$ cat src/rtl/lc3b_types.sv
// Shared types for the LC-3b MEM-stage stall generator: FSM state, register index,
// and the cap on instructions allowed to overtake a pending load.
package lc3b_types;

  typedef enum logic [1:0] {
    IDLE = 2'd0,
    ACC1 = 2'd1,
    ACC2 = 2'd2
  } mem_state_t;

  typedef logic [2:0] reg_idx_t;

  localparam int LEAPFROG_MAX = 2;

endpackage

$ cat src/rtl/mem_stall_gen_if.sv
// MEM/EX/dcache signal bundle for mem_stall_gen; slave is the stall generator,
// master is whoever drives the pipeline side.
interface mem_stall_gen_if;
  import lc3b_types::*;

  logic     mem_valid;
  logic     mem_is_load;
  logic     mem_is_store;
  logic     mem_indirect;
  reg_idx_t mem_dest;
  logic     mem_writes_reg;

  logic     dcache_resp;
  logic     dcache_read;
  logic     dcache_write;
  logic     access_sel;

  logic     ex_valid;
  logic     ex_is_mem;
  logic     ex_is_branch;
  reg_idx_t ex_src1;
  reg_idx_t ex_src2;
  logic     ex_uses_src1;
  logic     ex_uses_src2;
  reg_idx_t ex_dest;
  logic     ex_writes_reg;

  logic     mem_stall;
  logic     leapfrog_load;
  logic     leapfrog_stall;
  logic     mem_done;

  modport slave (
    input  mem_valid, mem_is_load, mem_is_store, mem_indirect, mem_dest, mem_writes_reg,
    input  dcache_resp,
    input  ex_valid, ex_is_mem, ex_is_branch, ex_src1, ex_src2,
    input  ex_uses_src1, ex_uses_src2, ex_dest, ex_writes_reg,
    output dcache_read, dcache_write, access_sel,
    output mem_stall, leapfrog_load, leapfrog_stall, mem_done
  );

  modport master (
    output mem_valid, mem_is_load, mem_is_store, mem_indirect, mem_dest, mem_writes_reg,
    output dcache_resp,
    output ex_valid, ex_is_mem, ex_is_branch, ex_src1, ex_src2,
    output ex_uses_src1, ex_uses_src2, ex_dest, ex_writes_reg,
    input  dcache_read, dcache_write, access_sel,
    input  mem_stall, leapfrog_load, leapfrog_stall, mem_done
  );

endinterface

$ cat src/rtl/mem_hazard_cmp.sv
// RAW/WAW check between the EX instruction and the destination of the load held in MEM.
module mem_hazard_cmp
  import lc3b_types::*;
(
  input  logic     ex_valid,
  input  reg_idx_t ex_src1,
  input  reg_idx_t ex_src2,
  input  logic     ex_uses_src1,
  input  logic     ex_uses_src2,
  input  reg_idx_t ex_dest,
  input  logic     ex_writes_reg,
  input  reg_idx_t mem_dest,
  input  logic     mem_writes_reg,
  output logic     conflict
);

  logic raw1, raw2, waw;

  assign raw1     = ex_uses_src1  && (ex_src1 == mem_dest);
  assign raw2     = ex_uses_src2  && (ex_src2 == mem_dest);
  assign waw      = ex_writes_reg && (ex_dest == mem_dest);
  assign conflict = ex_valid && mem_writes_reg && (raw1 || raw2 || waw);

endmodule

$ cat src/rtl/mem_stall_gen.sv
// MEM-stage dcache sequencer and pipeline stall generator (one or two accesses per op).
// Define MEM_LEAPFROG_EN to let independent ALU ops in EX overtake a pending load.
module mem_stall_gen
  import lc3b_types::*;
(
  input  logic clk,
  input  logic rst,
  mem_stall_gen_if.slave bus
);

  mem_state_t state_q, state_d;
  logic done_c, stall_c, rd_c, wr_c, sel_c;
  logic lf_load_c, lf_stall_c;

  always_ff @(posedge clk or posedge rst) begin
    if (rst) state_q <= IDLE;
    else     state_q <= state_d;
  end

  always_comb begin
    state_d = state_q;
    done_c  = 1'b0;
    rd_c    = 1'b0;
    wr_c    = 1'b0;
    sel_c   = 1'b0;
    unique case (state_q)
      IDLE: begin
        if (bus.mem_valid) begin
          if (bus.mem_is_load || bus.mem_is_store) state_d = ACC1;
          else                                     done_c  = 1'b1;
        end
      end
      ACC1: begin
        // Indirect ops always read the pointer first, whatever the final direction.
        rd_c = bus.mem_is_load || bus.mem_indirect;
        wr_c = bus.mem_is_store && !bus.mem_indirect;
        if (bus.dcache_resp) begin
          if (bus.mem_indirect) state_d = ACC2;
          else begin
            done_c  = 1'b1;
            state_d = IDLE;
          end
        end
      end
      ACC2: begin
        rd_c  = bus.mem_is_load;
        wr_c  = bus.mem_is_store;
        sel_c = 1'b1;
        if (bus.dcache_resp) begin
          done_c  = 1'b1;
          state_d = IDLE;
        end
      end
      default: state_d = IDLE;
    endcase
  end

  assign stall_c = (state_q != IDLE) && !done_c;

`ifdef MEM_LEAPFROG_EN
  logic       conflict;
  logic [1:0] lf_cnt_q;
  logic       lf_room;

  mem_hazard_cmp u_hazard (
    .ex_valid       (bus.ex_valid),
    .ex_src1        (bus.ex_src1),
    .ex_src2        (bus.ex_src2),
    .ex_uses_src1   (bus.ex_uses_src1),
    .ex_uses_src2   (bus.ex_uses_src2),
    .ex_dest        (bus.ex_dest),
    .ex_writes_reg  (bus.ex_writes_reg),
    .mem_dest       (bus.mem_dest),
    .mem_writes_reg (bus.mem_writes_reg),
    .conflict       (conflict)
  );

  assign lf_room    = lf_cnt_q < 2'(LEAPFROG_MAX);
  assign lf_load_c  = stall_c && bus.mem_is_load && !bus.mem_is_store && bus.ex_valid &&
                      !bus.ex_is_mem && !bus.ex_is_branch && !conflict && lf_room;
  assign lf_stall_c = stall_c && bus.ex_valid && !lf_load_c;

  always_ff @(posedge clk or posedge rst) begin
    if (rst)                      lf_cnt_q <= 2'd0;
    else if (done_c)              lf_cnt_q <= 2'd0;
    else if (lf_load_c && lf_room) lf_cnt_q <= lf_cnt_q + 2'd1;
  end
`else
  logic unused_ex;
  assign unused_ex  = ^{bus.ex_valid, bus.ex_is_mem, bus.ex_is_branch, bus.ex_src1,
                        bus.ex_src2, bus.ex_uses_src1, bus.ex_uses_src2, bus.ex_dest,
                        bus.ex_writes_reg, bus.mem_dest, bus.mem_writes_reg};
  assign lf_load_c  = 1'b0;
  assign lf_stall_c = 1'b0;
`endif

  // Outputs forced low for the whole reset window, even mid-access.
  assign bus.dcache_read    = rd_c       && !rst;
  assign bus.dcache_write   = wr_c       && !rst;
  assign bus.access_sel     = sel_c      && !rst;
  assign bus.mem_done       = done_c     && !rst;
  assign bus.mem_stall      = stall_c    && !rst;
  assign bus.leapfrog_load  = lf_load_c  && !rst;
  assign bus.leapfrog_stall = lf_stall_c && !rst;

endmodule

$ cat src/flat_wrapper.sv
// flat-port wrapper written by rule: the top's interface ports become plain ports
module mem_stall_gen_flat import lc3b_types::*;
  (clk, rst, bus_mem_valid, bus_mem_is_load, bus_mem_is_store, bus_mem_indirect, bus_mem_dest, bus_mem_writes_reg, bus_dcache_resp, bus_ex_valid, bus_ex_is_mem, bus_ex_is_branch, bus_ex_src1, bus_ex_src2, bus_ex_uses_src1, bus_ex_uses_src2, bus_ex_dest, bus_ex_writes_reg, bus_dcache_read, bus_dcache_write, bus_access_sel, bus_mem_stall, bus_leapfrog_load, bus_leapfrog_stall, bus_mem_done);
  mem_stall_gen_if bus_i ();
  input  logic clk;
  input  logic rst;
  input wire logic [$bits(bus_i.mem_valid)-1:0] bus_mem_valid;
  input wire logic [$bits(bus_i.mem_is_load)-1:0] bus_mem_is_load;
  input wire logic [$bits(bus_i.mem_is_store)-1:0] bus_mem_is_store;
  input wire logic [$bits(bus_i.mem_indirect)-1:0] bus_mem_indirect;
  input wire logic [$bits(bus_i.mem_dest)-1:0] bus_mem_dest;
  input wire logic [$bits(bus_i.mem_writes_reg)-1:0] bus_mem_writes_reg;
  input wire logic [$bits(bus_i.dcache_resp)-1:0] bus_dcache_resp;
  input wire logic [$bits(bus_i.ex_valid)-1:0] bus_ex_valid;
  input wire logic [$bits(bus_i.ex_is_mem)-1:0] bus_ex_is_mem;
  input wire logic [$bits(bus_i.ex_is_branch)-1:0] bus_ex_is_branch;
  input wire logic [$bits(bus_i.ex_src1)-1:0] bus_ex_src1;
  input wire logic [$bits(bus_i.ex_src2)-1:0] bus_ex_src2;
  input wire logic [$bits(bus_i.ex_uses_src1)-1:0] bus_ex_uses_src1;
  input wire logic [$bits(bus_i.ex_uses_src2)-1:0] bus_ex_uses_src2;
  input wire logic [$bits(bus_i.ex_dest)-1:0] bus_ex_dest;
  input wire logic [$bits(bus_i.ex_writes_reg)-1:0] bus_ex_writes_reg;
  output wire logic [$bits(bus_i.dcache_read)-1:0] bus_dcache_read;
  output wire logic [$bits(bus_i.dcache_write)-1:0] bus_dcache_write;
  output wire logic [$bits(bus_i.access_sel)-1:0] bus_access_sel;
  output wire logic [$bits(bus_i.mem_stall)-1:0] bus_mem_stall;
  output wire logic [$bits(bus_i.leapfrog_load)-1:0] bus_leapfrog_load;
  output wire logic [$bits(bus_i.leapfrog_stall)-1:0] bus_leapfrog_stall;
  output wire logic [$bits(bus_i.mem_done)-1:0] bus_mem_done;
  assign bus_i.mem_valid = bus_mem_valid;
  assign bus_i.mem_is_load = bus_mem_is_load;
  assign bus_i.mem_is_store = bus_mem_is_store;
  assign bus_i.mem_indirect = bus_mem_indirect;
  assign bus_i.mem_dest = bus_mem_dest;
  assign bus_i.mem_writes_reg = bus_mem_writes_reg;
  assign bus_i.dcache_resp = bus_dcache_resp;
  assign bus_i.ex_valid = bus_ex_valid;
  assign bus_i.ex_is_mem = bus_ex_is_mem;
  assign bus_i.ex_is_branch = bus_ex_is_branch;
  assign bus_i.ex_src1 = bus_ex_src1;
  assign bus_i.ex_src2 = bus_ex_src2;
  assign bus_i.ex_uses_src1 = bus_ex_uses_src1;
  assign bus_i.ex_uses_src2 = bus_ex_uses_src2;
  assign bus_i.ex_dest = bus_ex_dest;
  assign bus_i.ex_writes_reg = bus_ex_writes_reg;
  assign bus_dcache_read = bus_i.dcache_read;
  assign bus_dcache_write = bus_i.dcache_write;
  assign bus_access_sel = bus_i.access_sel;
  assign bus_mem_stall = bus_i.mem_stall;
  assign bus_leapfrog_load = bus_i.leapfrog_load;
  assign bus_leapfrog_stall = bus_i.leapfrog_stall;
  assign bus_mem_done = bus_i.mem_done;
  mem_stall_gen u_core (.clk(clk), .rst(rst), .bus(bus_i));
endmodule
$ cat config.mk
export PLATFORM = sky130hd
export DESIGN_NAME = mem_stall_gen_flat
export DESIGN_NICKNAME = d
export VERILOG_FILES = /design/src/rtl/lc3b_types.sv /design/src/rtl/mem_stall_gen_if.sv /design/src/rtl/mem_hazard_cmp.sv /design/src/rtl/mem_stall_gen.sv /design/src/flat_wrapper.sv
export SDC_FILE = /design/constraint.sdc
export NUM_CORES = 1
export LEC_CHECK = 0
export CAP_MARGIN = 10
export CORE_AREA = 2 2 39 41
export DETAILED_ROUTE_END_ITERATION = 12
export DIE_AREA = 0 0 41 43
export DONT_BUFFER_PORTS = 1
export PLACE_DENSITY = 0.43
export SYNTH_ARGS = -nofsm -noshare
export SYNTH_HDL_FRONTEND = slang
export SYNTH_HIERARCHICAL = 1
export SYNTH_SLANG_ARGS = --single-unit
export TNS_END_PERCENT = 5
$ cat constraint.sdc
create_clock -name clk -period 1.4 [get_ports clk]
set_input_delay 0.14 -clock clk [delete_from_list [all_inputs] [get_ports clk]]
set_output_delay 0.14 -clock clk [all_outputs]
set_load 0.01 [all_outputs]
* After elaboration in Yosys (flattened, before gate mapping)
Cells that the tools add are included.
** Operators by class
- Eq/ne operators :: 6
- Multiplexer cells :: 15
- Reduce and logical (&&, ||, !) cells :: 15
** Operators with widths (number)
- $mux W2 :: 5
- $logic_and A1 B1 Y1 :: 7
- $mux W1 :: 6
- $ne A2 B2 Y1 const B :: 3
- $pmux W2 S3 :: 1
- $pmux W1 S2 :: 2
- $reduce_and A4 Y1 :: 1
- $logic_not A1 Y1 :: 3
- $pmux W1 S3 :: 1
- $eq A2 B1 Y1 const B :: 1
- $eq A2 B2 Y1 const B :: 1
- $logic_not A2 Y1 :: 1
- $logic_or A1 B1 Y1 :: 2
- $ne A2 B1 Y1 const B :: 1
- $reduce_bool A2 Y1 :: 1
** Word-level totals
- Bits in registers :: 2
- Output and inout bits :: 7

* Depth between registers and ports, before layout
Gate-level depths: netlist (run 1).
- Depth after elaboration :: 7
- Mapped depth :: 5
- Mapped depth without buffers :: 5

* Worst setup path after synthesis (run 1)
No wires, ideal clock.
- Path kind :: reg-to-output
- Start :: register u_core.state_q[0]
- End :: output port bus_mem_done
- Arrival :: 1569 ps
- Setup slack :: -309 ps
- Cell stages (with the launch flop) :: 6
- Path buffers :: 0
- Cell sequence :: dfrtp_1 -> inv_1 -> ha_1 -> or3b_4 -> or3b_1 -> a21oi_1
** Between the ends
- Longest elaborated chain between the ends :: 3
- Elaborated cells between the ends (all ways) :: 5
** Ends and longest elaborated chain
- start: declaration :: RTL line mem_stall_gen.sv:11 : mem_state_t state_q, state_d;
- start signal: assignment :: RTL line mem_stall_gen.sv:17 : else state_q <= state_d;
- $eq A2 B2 Y1 (tied with other cells) :: RTL line mem_stall_gen.sv:26 : unique case (state_q)
- $pmux W1 S3 (*) :: RTL line mem_stall_gen.sv:26
- $logic_and A1 B1 Y1 (*) :: RTL line mem_stall_gen.sv:101 : assign bus.mem_done = done_c && !rst;
- end: declaration :: RTL line flat_wrapper.sv:29 : output wire logic [$bits(bus_i.mem_done)-1:0] bus_mem_done;
Every way passes the cells marked *; elsewhere a longest branch is shown, timed or not.

* Worst setup path after layout (run 1)
- Start :: register u_core.state_q[1]
- End :: output port bus_mem_done
Same word-level chain as after synthesis.

==> impl_metrics.toml, run 1 <==
[status]
status = "finished, violations left"
violations = "setup timing"

[pwr]
p_sw_frac = 0.368
power_density_mw_per_mm2 = 1770
p_leak_nw = 0.221
clockPowerShare = 0.155
p_sw_w = 0.000298
peakVddDrop_mv = 0.600
pwr-share-comb = 0.729
seqPwrFrac = 0.116
intPower_w = 0.000512

[yosys]
synth_warnings = 6
ys_ff_latch = 2
seq_area_frac_synth = 0.190
ys_types = 20
avgSynthCellArea_um2 = 8.76
netlist_area_um2 = 263
syn_inst = 30

[finish]
largest_register_ff_count = 2
design_area_um2 = 457
mostFrequentLayoutCells = "buf_4 (10), clkbuf_4 (3), ha_4 (3)"
reg.largest.list = "u_core/state_q x2"
top_register = "u_core/state_q"
layout_commonest_cell = "buf_4"
area_delta_synth_final_pct = 73.8
final_nets = 76
drive_gt1_frac = 0.591
n_antenna_cell = 0
final_cells = 60

[global_route]
grt_pass1_wl_um = 1190
grt_max_degree = 6
grt_overflow = 0
grt_usage = 0.103
grt_pass1_vias = 266
antenna_found_initial = 0

[placed_design]
hpwl_um = 569
port_buffers = 0
dp_cells = 53
gp_congestion = 0.645
placed_area_um2 = 335
post-place-ws_ps = -276

[worst_setup_path]
crit_path_end_kind = "output pin"
crit_top_cell = "or3b_4"
crit_cells = 5
r2r.worst_path.cells = 6
crit_buf_inv = 1
start_kind = "register"
cp-startpoint = "u_core/state_q[1]$_DFFE_PP0P_"
reg2reg_to = "u_core/state_q[1]$_DFFE_PP0P_"
cp_slowest_cell = "or3b_4"
crit_fanout = 3
worstSetupPathType = "reg2out"
cp.required_ps = 1260
cp-endpoint = "bus_mem_done"
crit_chain = "inv_2 -> ha_4 -> or3b_4 -> or3b_4 -> a21oi_4"
arrival_ps = 1780
crit_family = "simple AND/OR/NAND/NOR gates"
r2r-start = "u_core/state_q[1]$_DFFE_PP0P_"
regToRegSetupSlack_ps = -170
max_stage_delay_ps = 420

[clocking]
cts_root_buf = "clkbuf_4"
clk_path_buf_depth = 2
clock_latency_ps = 220
cts_tree = "done"
path_clk_slew_ps = 30
cts.htree.levels = 1
cts-buffers-inserted = 3
numClockSinks = 2

[route]
wl_um = 796
via_count = 267
avgViaCountPerCell = 4.45
wl_per_cell_um = 13.3
ant_nets = 0
drcViolationCount = 0
drtIter0Drc = 2
drtPass1Iterations = 2

[min_path]
holdCritPathClass = "in2reg"

[floorplan]
placementRows = 14
die_h_um = 43
initial_utilization = 0.190
die_area_mm2 = 0.00176
die_w_um = 41
core-area_mm2 = 0.00138
num_io_pins = 33

[run]
maxCapViolCount = 0

[sta]
max_freq_mhz = 520
fin_crit_ps = 1920
setup_violations = 6
fin_skew_ps = 3.12
worst_slack_ps = -524
drv_slew = 0
period_share = 1.37
rsz0062_at_grt = "true"
hold_viol_final = 0
## power by group through the flow
stage | registers [W] | logic, W | clock network [W]
finish | 0.0000943 | 0.000590 | 0.000126
global route | 0.0000972 | 0.000647 | 0.000144
CTS | 0.0000912 | 0.000427 | 0.000136
detailed placement | 0.0000919 | 0.000397 | 0
global placement | 0.0000902 | 0.000391 | 0
floorplan | 0.0000996 | 0.000222 | 0
## what timing repair did
action                                  4_1_cts  5_1_grt
setup buffers                                 0        3
resized for setup                             4       12
pin swaps                                     0        4
endpoints found under the setup margin        5        7
hold endpoints to repair                      2        0
hold buffers                                  1        0
## stage by stage
step                 util  power [W]  TNS [ps]  hold WS [ps]
floorplan               -   0.000321      -402         -97.1
global placement    0.242   0.000482      -520         -67.8
detailed placement  0.242   0.000489      -639         -74.9
CTS                 0.274   0.000654     -1520           122
global route        0.330   0.000888     -2070           159
finish              0.330   0.000810     -1630           133
## cell type report
type / instances / area, µm²
multi-input cells: 23 / 253
fillers: 143 / 927
repair buffers: 12 / 96.3
well taps: 16 / 20.0
flip-flops and latches: 2 / 50.0
clock buffers: 3 / 22.5
inverters: 4 / 15.0
## routing by layer
layer,track usage,wire length (µm),up-vias
met5,0,0,-
met4,0.0600,19,0
met1,0.113,262,123
met2,0.159,431,12
met3,0.0366,82,2
li1,-,-,130
## cells by family (layout without fill, tap and decap cells)
family | Yosys count | after routing | synth area share
muxes | 1 | 1 | 0.0429
DFF | 2 | 2 | 0.190
other | 1 | 2 | 0.0143
buffers and inverters | 6 | 19 | 0.114
AOI/OAI and AO/OA | 9 | 9 | 0.248
and+or+nand+nor | 7 | 7 | 0.200
adders and majority gates | 4 | 4 | 0.190
## synth_stat cells
cell | instances | area (µm²)
a21oi_1 | 2 | 10.0
o21ai_0 | 1 | 5.00
dfrtp_1 | 2 | 50.1
buf_4 | 2 | 15.0
and2_1 | 1 | 6.26
or3b_4 | 1 | 11.3
o211a_1 | 1 | 10.0
o2111a_1 | 1 | 11.3
or3b_1 | 1 | 8.76
o211ai_1 | 1 | 7.51
ha_1 | 4 | 50.1
mux2_2 | 1 | 11.3
and2b_1 | 1 | 7.51
inv_1 | 4 | 15.0
and3_1 | 1 | 6.26
o21a_1 | 1 | 7.51
a31oi_1 | 1 | 6.26
o21bai_1 | 1 | 7.51
nor2b_1 | 2 | 12.5
conb_1 | 1 | 3.75
## worst min-delay path by stage
stage / from / to / slack [ps] / cells after the start
after global placement: rst / u_core/state_q[1]$_DFFE_PP0P_ / -70 / 1
after floorplan: rst / u_core/state_q[0]$_DFFE_PP0P_ / -100 / 1
final: bus_mem_valid / u_core/state_q[0]$_DFFE_PP0P_ / 130 / 2
after global routing: bus_mem_valid / u_core/state_q[0]$_DFFE_PP0P_ / 160 / 2
after CTS: bus_mem_valid / u_core/state_q[0]$_DFFE_PP0P_ / 120 / 2
after detailed placement: rst / u_core/state_q[0]$_DFFE_PP0P_ / -70 / 1
## worst reg2reg max path, delay by kind of cell, from the launching register on
family / cells / cell delay (ps)
DFF: 1 / 370
muxes: 1 / 320
AOI/OAI and AO/OA: 2 / 310
buffers and inverters: 2 / 270
adders and majority gates: 1 / 160
(Power assumes the default switching activity.)
==> run 2: changes to the inputs <==
--- a/config.mk
+++ b/config.mk
@@ -6,6 +6,8 @@
 export NUM_CORES = 1
 export LEC_CHECK = 0
+export ABC_AREA = 0
 export CAP_MARGIN = 10
 export CORE_AREA = 2 2 39 41
+export CTS_CLUSTER_SIZE = 8
 export DETAILED_ROUTE_END_ITERATION = 12
 export DIE_AREA = 0 0 41 43
==> constraint.sdc (replaced) <==
create_clock -name clk -period 1.4 [get_ports clk]
set_input_delay 0.21 -clock clk [delete_from_list [all_inputs] [get_ports clk]]
set_output_delay 0.21 -clock clk [all_outputs]
set_load 0.01 [all_outputs]
==> run 2 against run 1 <==
  * The run still ends with setup timing left
  * Design area up 4.4%
  * First-iteration DRC count shrank 100%
  * Non-clock buffer count grew 1
  * Worst setup slack worse by 18 ps
  * Utilization up 1.4 points
  * Clock power barely moved
  * Total power is 4.1% higher
  * Final cell count grew 1.7%
  * Global-route usage up 0.49 points
  * Register-to-register slack got worse by 100 ps
  * Clock skew shrank 1.6 ps
  * Sequential share of layout area down 0.46 points
  * Critical path type unchanged
  * Largest power group unchanged
==> impl_metrics.toml, run 2 (synthesized netlist as in run 1, its figures left out) <==
[status]
status = "finished, violations left"
violations = "setup timing"

[finish]
top_register = "u_core/state_q"
mostFrequentLayoutCells = "buf_4 (10), clkbuf_4 (3), ha_4 (3)"
final_cells = 61
final_nets = 77
reg.largest.list = "u_core/state_q x2"
layout_commonest_cell = "buf_4"
drive_gt1_frac = 0.622
area_delta_synth_final_pct = 81.4
largest_register_ff_count = 2
n_antenna_cell = 0

[global_route]
grt_pass1_vias = 313
antenna_found_initial = 0
grt_pass1_wl_um = 1280
grt_max_degree = 6
grt_usage = 0.107
grt_overflow = 0

[clocking]
cts.htree.levels = 1
cts-buffers-inserted = 3
numClockSinks = 2
clock_latency_ps = 220
cts_root_buf = "clkbuf_4"
cts_tree = "done"
clk_path_buf_depth = 2
path_clk_slew_ps = 30

[sta]
hold_viol_final = 0
drv_slew = 0
max_freq_mhz = 515
period_share = 1.39
setup_violations = 6
finalSetupTns_ps = -1890
worst_slack_ps = -543
rsz0062_at_grt = "true"
fin_skew_ps = 1.48
fin_crit_ps = 1940

[worst_setup_path]
cp_slowest_cell = "dfrtp_1"
cp.required_ps = 1190
max_stage_delay_ps = 380
worstSetupPathType = "reg2out"
crit_fanout = 2
crit_path_end_kind = "output pin"
crit_family = "simple AND/OR/NAND/NOR gates"
start_kind = "register"
crit_buf_inv = 1
arrival_ps = 1730
crit_chain = "inv_2 -> ha_4 -> or3b_4 -> or3b_1 -> a21oi_2"

[pwr]
p_sw_w = 0.000307
clockPowerShare = 0.147
seqPwrFrac = 0.113
power_density_mw_per_mm2 = 1770
p_sw_frac = 0.364
peakVddDrop_mv = 0.559
intPower_w = 0.000536
pwr-share-comb = 0.740
p_leak_nw = 0.217

[floorplan]
core-area_mm2 = 0.00138
num_io_pins = 33
die_area_mm2 = 0.00176
placementRows = 14
die_h_um = 43
die_w_um = 41
initial_utilization = 0.190

[route]
drcViolationCount = 0
drtIter0Drc = 0
drtPass1Iterations = 1
ant_nets = 0
via_count = 262
wl_um = 792
avgViaCountPerCell = 4.30
wl_per_cell_um = 13.0

[placed_design]
gp_congestion = 0.689
port_buffers = 0
dp_cells = 56
hpwl_um = 595

[min_path]
holdCritPathClass = "in2reg"

[run]
maxCapViolCount = 0
## run 2: power by group through the flow
stage	logic, W	clock network (W)	registers (W)
CTS	0.000559	0.000134	0.0000944
finish	0.000624	0.000124	0.0000955
floorplan	0.000222	0	0.0000996
global placement	0.000427	0	0.0000903
detailed placement	0.000439	0	0.0000928
global route	0.000670	0.000140	0.0000972
## run 2: area by class of cell
cell class	count	area [µm²]
Timing Repair Buffer	13	108
Inverter	4	15.0
Clock buffer	3	22.5
Multi-Input combinational cell	23	262
Fill cell	147	907
Tap cell	16	20.0
Sequential cell	2	50.0
## run 2: through the flow
stage	util	power [W]	worst slack, ps	area [µm²]	hold slack, ps
floorplan	-	0.000321	-333	270	-27.1
global placement	0.259	0.000517	-314	358	3.58
detailed placement	0.259	0.000532	-365	358	0.843
CTS	0.325	0.000787	-594	449	192
global route	0.344	0.000907	-600	477	234
finish	0.344	0.000843	-543	477	217
## run 2: final timing paths
path	startpoint	cells after the start	endpoint	slack (ps)
max in group asynchronous	rst	2	u_core/state_q[1]$_DFFE_PP0P_	880
min in group asynchronous	rst	2	u_core/state_q[0]$_DFFE_PP0P_	390
worst max register to register	u_core/state_q[1]$_DFFE_PP0P_	6	u_core/state_q[1]$_DFFE_PP0P_	-270
worst max-delay path	u_core/state_q[1]$_DFFE_PP0P_	5	bus_mem_done	-540
worst min-delay path	bus_mem_valid	2	u_core/state_q[0]$_DFFE_PP0P_	220
worst min register to register	u_core/state_q[1]$_DFFE_PP0P_	2	u_core/state_q[1]$_DFFE_PP0P_	660
## run 2: routing by layer
metal / GRT usage / up-vias / share of wire
li1: - / 131 / -
met5: 0 / - / 0
met2: 0.175 / 9 / 0.57
met1: 0.106 / 122 / 0.35
met3: 0.0314 / 0 / 0.078
met4: 0.0800 / 0 / 0
## run 2: repair_timing
item | 4_1_cts | 5_1_grt
resized for setup | 12 | 6
hold endpoints to repair | 2 | 0
pin swaps | 4 | 4
buffers inserted | 1 | 0
endpoints found under the setup margin | 7 | 6
hold buffers | 1 | 0
==> variant, RTL diff (config.mk and constraints of run 2) <==
The 3 states of `mem_state_t` get a one-hot encoding in 3 bits.
--- a/src/rtl/lc3b_types.sv
+++ b/src/rtl/lc3b_types.sv
@@ -3,8 +3,8 @@
 package lc3b_types;
 
-  typedef enum logic [1:0] {
-    IDLE = 2'd0,
-    ACC1 = 2'd1,
-    ACC2 = 2'd2
+  typedef enum logic [2:0] {
+    IDLE = 3'b001,
+    ACC1 = 3'b010,
+    ACC2 = 3'b100
   } mem_state_t;
 
Function: same outputs for any inputs over 10 cycles, from zero or initial values and one cycle with rst high; not proved beyond that.
==> variant against run 2 <==
The flow still finishes with violations (setup timing). Final cell count decreased by 9.8%. Core utilization decreased by 6.5 points. Wire length decreased by 11%. Register-to-register slack improved by 570 ps. Count of clock-buffer cells in the layout increased by 1. Area after synthesis increased by 3.3%. Sequential cell count increased by 1. Setup slack improved by 470 ps. First-iteration DRC count increased by 4. Cell area decreased by 19%. Largest cell class unchanged. Synthesized cell count increased by 6.7%.
Power is not compared: it rests on default switching activity, and its combinational part moved more than twofold at a synthesized area within 25%.
==> variant: results (changes against run 2) <==
Status
  – Status: finished, violations left
  – Violated checks: setup timing

Placed design
  – Area post-placement: 275.3 um2 (-23%)
  – I/O Buffers: 0 (unchanged)
  – Pre-CTS setup slack: 132.8 ps (+497.8 ps)
  – GP Congestion: 0.6736 (-2.2%)
  – Placed insts: 46 (-18%)
  – DP Wirelength: 489.7 um (-18%)

Clock network
  – H-tree depth: 1 (unchanged)
  – TritonCTS buffer count: 3 (unchanged)
  – Root Buffer: clkbuf_4
  – Clk Latency, worst-skew pair: 240 ps (+20 ps)
  – CTS max path bufs: 2 (unchanged)
  – Clock Pin Slew Worst Setup and Hold Paths: 40 ps

Power and ir drop
  – Peak VDD IR: 356.2 uV
  – Leakage: 0.1550 nW
  – P_sw: 0.1574 mW

Setup path
  – Slowest stage delay, CP: 460 ps (+80 ps)
  – Worst Path Max Fanout: 7 (+5)
  – Crit path DAT: 1270 ps (-460 ps)
  – CP top delay family: flip-flops
  – Critical path's slowest cell: dfrtp_2

GRT
  – Vias in the first global route: 263 (-16%)
  – First-pass GRT wire length: 1062 um (-17%)
  – Initial antenna violation count: 0 (unchanged)
  – GRT Total Usage: 0.09256 (-0.01487)
  – Largest net degree at the start of global routing: 8 (+2)

Synthesis
  – Post-synth top cells: nor2_1 (4), a21oi_1 (3)
  – Syn Inst Count: 32 (+6.7%)
  – Register area share after synthesis: 0.2811 (+0.09063)
  – Asr flop ratio synth: 1.000 (unchanged)
  – Synth area leaders: dfrtp_1 (18%), dfstp_2 (9.7%), a21oi_1 (5.5%), a221oi_2 (5.5%), buf_4 (5.5%)
  – Syn. warnings: 6 (unchanged)
  – Synth top area share: 0.1843 (-0.006144)
  – Yosys cell types: 22 (+10%)

Detailed routing
  – Pre-antenna DRT Iters: 4 (+3)
  – Drt initial violations: 4 (+4)
  – Via count: 255 (-2.7%)
  – Detailed Route WL: 707 um (-11%)
  – Vias/cell: 4.636 (+7.9%)

Timing
  – Fin Setup TNS: -201.7 ps (+1691 ps)
  – Final Skew: 5.175 ps (+3.692 ps)
  – Post-route setup slack: -76.97 ps (+465.7 ps)
  – Final setup viols: 4 (-2)

Cells and area
  – Filler cell count: 154 (+4.8%)
  – Nets: 66 (-14%)
  – Antenna diodes: 0 (unchanged)
  – Fraction of layout instances using a drive strength above 1: 0.4872 (-0.1350)
  – Largest regs: u_core/state_q (3)

Worst hold path
  – Worst Hold Class: in2reg
[variant: power by group through the flow]
stage / sequential (mW) / clock [mW] / combinational (mW)
after detailed placement: 0.142 / 0 / 0.0948
after floorplan: 0.118 / 0 / 0.108
after global placement: 0.144 / 0 / 0.0952
after global routing: 0.144 / 0.171 / 0.178
after CTS: 0.137 / 0.158 / 0.142
final: 0.141 / 0.156 / 0.166
[variant: metal layers]
| layer | share of wire | wire length (um) | vias up | GRT usage |
|---|---|---|---|---|
| met5 | 0 | 0 | - | 0 |
| met4 | 0 | 0 | 0 | 0.08000 |
| met3 | 0.071 | 50 | 0 | 0.02618 |
| met2 | 0.54 | 382 | 9 | 0.1531 |
| met1 | 0.39 | 274 | 122 | 0.08414 |
| li1 | - | - | 124 | - |
[variant: path summary, 6_finish.rpt]
kind                            depth (start not counted)                       endpoint  slack, ps                           from
worst max-delay path                                    3                   bus_mem_done        -80  u_core/state_q[2]$_DFFE_PP0P_
worst min-delay path                                    1  u_core/state_q[1]$_DFFE_PP0P_         70                bus_dcache_resp
worst max register to register                          3  u_core/state_q[0]$_DFFE_PP1P_        300  u_core/state_q[0]$_DFFE_PP1P_
worst min register to register                          3  u_core/state_q[2]$_DFFE_PP0P_        710  u_core/state_q[1]$_DFFE_PP0P_
max in group asynchronous                               2  u_core/state_q[0]$_DFFE_PP1P_        910                            rst
min in group asynchronous                               2  u_core/state_q[1]$_DFFE_PP0P_        290                            rst
[variant: worst reg2reg max path, cell delays in order (launching register included)]
cell	delay, ps
dfstp_2	580
and4bb_1	230
o21ai_1	100
o21a_1	110
[variant: layout make-up]
| type | instances | area [um2] | share of cell area |
|---|---|---|---|
| multi-input combinational | 25 | 214.0 | 0.5534 |
| sequential | 3 | 78.83 | 0.2039 |
| timing repair buffer | 5 | 40.04 | 0.1036 |
| clock buffer | 4 | 26.28 | 0.06796 |
| tap | 16 | 20.02 | 0.05178 |
| inverter | 2 | 7.507 | 0.01942 |
[variant: logic make-up after synthesis]
kind of cell / synth area share
simple gates: 0.3134
compound gates: 0.2580
buf+inv: 0.1014
flops: 0.2811
xor+xnor: 0.03226
other cells: 0.01381
[variant: what timing repair did]
| item | CTS | global route |
|---|---|---|
| hold buffers | 1 | 0 |
| setup endpoints to repair | 5 | 5 |
| gates resized for setup | 6 | 2 |
| endpoints found under the hold margin | 3 | 0 |
| setup buffers | 3 | 1 |
| pin swaps | 4 | 3 |
